`src/rtl/vend_dispense_ctrl.sv`:
```
`default_nettype none
// +----------------------------------------------------------------------------+
// | vend_dispense_ctrl : queues vend/change events and sequences the product   |
// |   motor and coin hopper, with timeout-to-FAULT. Optional VEND_STATS_EN     |
// |   adds saturating vend/coin handshake counters.                            |
// | Revision: 1.0                                                              |
// +----------------------------------------------------------------------------+
module vend_dispense_ctrl #(
  parameter int QDEPTH = 4,
  parameter int TMO    = 255
) (
  input  logic        clk,
  input  logic        rst,
  input  logic        vend_in,
  input  logic [1:0]  change_in,
  output logic        q_full,
  output logic        overflow,
  output logic        motor_on,
  input  logic        motor_done,
  output logic        coin_req,
  input  logic        coin_ack,
  output logic        busy,
  output logic        fault,
  input  logic        fault_clr
`ifdef VEND_STATS_EN
  ,
  output logic [15:0] vend_cnt,
  output logic [15:0] coin_cnt
`endif
);

  localparam int         AW       = $clog2(QDEPTH);
  localparam logic [7:0] TMO_LAST = 8'(TMO - 1);

  typedef enum logic [2:0] {
    S_IDLE     = 3'd0,
    S_LOAD     = 3'd1,
    S_MOTOR    = 3'd2,
    S_COIN     = 3'd3,
    S_COIN_GAP = 3'd4,
    S_FAULT    = 3'd5
  } state_t;

  state_t      state, state_nx;
  logic [7:0]  tmo_cnt, tmo_nx;
  logic [1:0]  coins, coins_nx;
  logic        vend_lat, vend_nx;

  logic [2:0]  q_mem [QDEPTH];
  logic [AW:0] wr_ptr, rd_ptr;
  logic        q_empty, enq_req, deq, enq_ok, drop;

  // Extra pointer MSB distinguishes full from empty when the indices match.
  assign q_empty = (wr_ptr == rd_ptr);
  assign q_full  = (wr_ptr[AW] != rd_ptr[AW]) && (wr_ptr[AW-1:0] == rd_ptr[AW-1:0]);
  assign enq_req = vend_in | (|change_in);
  assign deq     = (state == S_IDLE) && !q_empty;
  assign enq_ok  = enq_req && (!q_full || deq);
  assign drop    = enq_req && q_full && !deq;

  assign busy  = (state != S_IDLE) || !q_empty;
  assign fault = (state == S_FAULT);

  always_ff @(posedge clk or negedge rst) begin
    if (!rst) begin
      wr_ptr <= '0;
      rd_ptr <= '0;
    end else begin
      if (enq_ok) wr_ptr <= wr_ptr + 1'b1;
      if (deq)    rd_ptr <= rd_ptr + 1'b1;
    end
  end

  always_ff @(posedge clk) begin
    if (enq_ok) q_mem[wr_ptr[AW-1:0]] <= {vend_in, change_in};
  end

  // A fresh drop outranks a simultaneous clear so the loss is never hidden.
  always_ff @(posedge clk or negedge rst) begin
    if (!rst)           overflow <= 1'b0;
    else if (drop)      overflow <= 1'b1;
    else if (fault_clr) overflow <= 1'b0;
  end

  always_ff @(posedge clk or negedge rst) begin
    if (!rst) begin
      state    <= S_IDLE;
      tmo_cnt  <= '0;
      coins    <= '0;
      vend_lat <= 1'b0;
    end else begin
      state    <= state_nx;
      tmo_cnt  <= tmo_nx;
      coins    <= coins_nx;
      vend_lat <= vend_nx;
    end
  end

  always_comb begin
    state_nx = state;
    tmo_nx   = tmo_cnt;
    coins_nx = coins;
    vend_nx  = vend_lat;
    motor_on = 1'b0;
    coin_req = 1'b0;
    case (state)
      S_IDLE: begin
        if (!q_empty) begin
          state_nx = S_LOAD;
          vend_nx  = q_mem[rd_ptr[AW-1:0]][2];
          coins_nx = q_mem[rd_ptr[AW-1:0]][1:0];
        end
      end
      S_LOAD: begin
        tmo_nx = '0;
        if (vend_lat)          state_nx = S_MOTOR;
        else if (coins != 2'd0) state_nx = S_COIN;
        else                   state_nx = S_IDLE;
      end
      S_MOTOR: begin
        motor_on = 1'b1;
        // Handshake is tested first so an ack on the expiry cycle still wins.
        if (motor_done) begin
          tmo_nx   = '0;
          vend_nx  = 1'b0;
          state_nx = (coins != 2'd0) ? S_COIN : S_IDLE;
        end else if (tmo_cnt == TMO_LAST) begin
          state_nx = S_FAULT;
          vend_nx  = 1'b0;
          coins_nx = '0;
        end else begin
          tmo_nx = tmo_cnt + 8'd1;
        end
      end
      S_COIN: begin
        coin_req = 1'b1;
        if (coin_ack) begin
          coins_nx = coins - 2'd1;
          state_nx = S_COIN_GAP;
        end else if (tmo_cnt == TMO_LAST) begin
          state_nx = S_FAULT;
          coins_nx = '0;
        end else begin
          tmo_nx = tmo_cnt + 8'd1;
        end
      end
      S_COIN_GAP: begin
        tmo_nx   = '0;
        state_nx = (coins != 2'd0) ? S_COIN : S_IDLE;
      end
      S_FAULT: begin
        if (fault_clr) state_nx = S_IDLE;
      end
      default: state_nx = S_IDLE;
    endcase
  end

`ifdef VEND_STATS_EN
  always_ff @(posedge clk or negedge rst) begin
    if (!rst) begin
      vend_cnt <= '0;
      coin_cnt <= '0;
    end else if (fault_clr) begin
      vend_cnt <= '0;
      coin_cnt <= '0;
    end else begin
      if ((state == S_MOTOR) && motor_done && (vend_cnt != 16'hFFFF))
        vend_cnt <= vend_cnt + 16'd1;
      if ((state == S_COIN) && coin_ack && (coin_cnt != 16'hFFFF))
        coin_cnt <= coin_cnt + 16'd1;
    end
  end
`endif

endmodule
`default_nettype wire
```
`config.mk`:
```
export PLATFORM = sky130hd
export DESIGN_NAME = vend_dispense_ctrl
export DESIGN_NICKNAME = d
export VERILOG_FILES = /design/src/rtl/vend_dispense_ctrl.sv
export SDC_FILE = /design/constraint.sdc
export NUM_CORES = 1
export LEC_CHECK = 0
export CORE_MARGIN = 1.5
export CORE_UTILIZATION = 58
export DETAILED_ROUTE_END_ITERATION = 16
export PLACE_DENSITY = 0.82
export SLEW_MARGIN = 20
export SYNTH_ARGS = -nofsm -noshare
export SYNTH_HDL_FRONTEND = slang
export SYNTH_SLANG_ARGS = --single-unit
```
`constraint.sdc`:
```
create_clock -name clk -period 1.8 [get_ports clk]
set_input_delay 0.36 -clock clk [delete_from_list [all_inputs] [get_ports clk]]
set_output_delay 0.36 -clock clk [all_outputs]
set_load 0.05 [all_outputs]
```
==> results.md <==
* CP max FO at 5
* Type of the worst setup path: reg2out
* Die area at 3668 um^2
* Initial Utilization at 61.94%
* F_max at 537.3 MHz
* PortBufs at 13
* Worst reg2reg endpoint: q_mem[3][1]
* Die width at 60.57 um
* Worst-Skew Late Latency at 340 ps
* Async set-reset flop share out of synthesis at 63.64%
* # DRC at 0
* Data required time of the critical path at 1440 ps
* Nets at 242
* Fin worst setup slack at -61.11 ps
* Pin count of the biggest net entering global routing at 22
* Initial drt markers at 144
* GR Overflow Total at 0
* Antenna viol nets, final at 0
* First-pass GRT wire length at 7086 um
* Run status: complete, but fails checks
* Initial antenna violation count at 0
* Worst Reg2Reg Path Length in Cells at 4
* H-tree levels at 2
* R2R Setup Slk at 60 ps
* Sequential fraction of the synthesis area at 46.09%
* Yosys top cell by area: dfrtp_1
* TritonCTS clock tree: done
* Setup crit end kind: output pin
* Yosys top cell area share at 27.34%
* Post-route cell area at 2584 um^2
* Clock Pin Slew Worst Setup and Hold Paths at 100 ps
* Synth Instances at 178
* Final Util at 83.27%
* Core area at 3103 um^2
* Chip Height at 60.57 um
* Fin crit period at 1861 ps
* Max_slew headroom at 71.59%
* Worst Setup SP: rd_ptr[2]
* Seq. cell area at 897.1 um^2
* Wire length per cell at 17.00 um
* #FFs+latches synth at 33
* Number of diodes at 0
* Synthesis Warnings at 0
* Area Overhead vs Synth at 34.44%
* # setup viols final at 2
* # fillers at 177
* Vias at 1,605
* Design Power at 0.004944 W
* Worst slew pin tran at 423.6 ps
* First-pass iteration count of the detailed router at 4
* CP arrival at 1500 ps
* Vias in the first global route at 1,581
* Syn Nets at 194
* Sum Neg Setup Slack at -93.94 ps
* Root Buffer Master: clkbuf_4
* Leak at 1.097 nW
* Final GP Congestion at 0.9050
* Synthesized cell area at 1922 um^2
* Via density at 5.923
* Skew final at 6.563 ps
* Distinct cells, synth at 51
* List of most frequent post-synthesis cells: dfrtp_1 (21), inv_1 (13), nand2_1 (13)
* Maximum VDD drop at 1.544 mV
* CP startpoint kind: register
* Syn_area_per_cell at 10.80 um^2
* Post-DP HPWL at 3076 um
* Slew Viols, Final at 0
* Main area contributors after synthesis: dfrtp_1 (27%), edfxtp_1 (19%), ha_1 (5.2%)
* CTS Buf Count at 5
* Row count at 20
* Clk buf depth at 2
* GR Util All Layers at 26.90%
* Clk sink count at 33
* Final hold slack at 359.1 ps
* WL final at 4608 um
* Io pins at 14
* Final period util at 103.4%
* CP endpoint: busy
* R2R Path Start: state[1]
* Max_cap viols at 0
* Share of layout cells above drive strength 1 at 39.21%
* Final Hold Fails at 0
* Failing checks: setup timing
* Synth Flop Type: dfrtp_1
* HP Class: in2async
* RSZ-0062 raised after global routing: true
* Cell Area, Placed at 2280 um^2
* Area of the multi-input gates at 1037 um^2
* Most frequent cell after synthesis: dfrtp_1
* P per Cell Area at 1913 nW/um^2
* Post-synth EDFFs at 12
[layout by cell type (no fill, tap or decap), types with 3 or more instances in the layout]
master and count:
nand3_1 5, and2_4 4, dfrtp_2 9, clkbuf_4 5
edfxtp_1 12, nor2_1 6, a21o_1 3, nor3_1 4
inv_1 12, buf_4 38, clkdlybuf4s50_1 7, nand2_1 13
o22ai_1 3, a22o_1 4, buf_12 5, o21ai_0 11
mux4_2 3, ha_1 8, dfrtp_1 12, xnor2_1 3
a21oi_1 8
[flip-flops by register name, indices dropped and copies added, names as in the netlist]
name and cells:
q_mem 12, tmo_cnt 8, rd_ptr 3, state 3, wr_ptr 3, coins 2, overflow 1, vend_lat 1
[final cells by class]
type | count | share of cell area, %
Tap cell | 44 | 2.131
Multi-Input combinational cell | 122 | 40.15
Clock buffer | 6 | 1.598
Inverter | 13 | 2.034
Timing Repair Buffer | 51 | 18.06
Sequential cell | 33 | 34.72
Clock inverter | 2 | 1.308
[critical path: stages, from the launching register on]
cell and delay [ps]:
dfrtp_2 460, xor2_4 220, nor3_4 210, nand2_1 100, buf_6 170
[per-stage QoR]
step | worst slack (ps) | cells
3_5_place_dp | -29.25 | 250
3_3_place_gp | 36.59 | 250
2_1_floorplan | 41.36 | 178
6_report | -61.11 | 271
4_1_cts | -59.95 | 268
5_1_grt | -138.1 | 271
[how the worst min path moves through the flow]
stage                          from         end  slack (ps)  depth (start not counted)
final                           rst  tmo_cnt[7]         360                          2
after global routing            rst  tmo_cnt[1]         380                          2
after CTS                       rst  tmo_cnt[5]         370                          2
after detailed placement  rd_ptr[2]   rd_ptr[2]         510                          1
after global placement     coins[1]    coins[1]         500                          2
after floorplan                 rst    coins[0]          60                          0
[cells by family after synthesis]
logic type / count (synthesis) / synth area share (%)
buf+inv: 23 / 5.274
mux: 5 / 4.622
xor+xnor: 10 / 4.948
simple gates: 49 / 13.61
flops: 33 / 46.09
compound gates: 50 / 20.25
fa+ha+maj: 8 / 5.209
[what timing repair did]
action	CTS	global route
buffers inserted	10	3
endpoints found under the setup margin	6	20
hold buffers	0	0
resized for setup	19	12
pin swaps	5	5
[power by group]
part           internal (W)  switching [W]  total [W]
Sequential          0.00108       0.000248    0.00133
Combinational       0.00152        0.00155    0.00308
Clock              0.000289       0.000250   0.000539
Total               0.00289        0.00205    0.00494
[metal layers]
layer,share of wire (%),global-route usage (%),wire (um),vias up
li1,-,-,-,749
met1,41,30.52,1872,772
met2,51,46.54,2351,71
met3,6.4,8.102,294,13
met4,1.9,12.42,89,0
met5,0,0,0,-
Note: power is estimated with default switching activity, not from simulation.
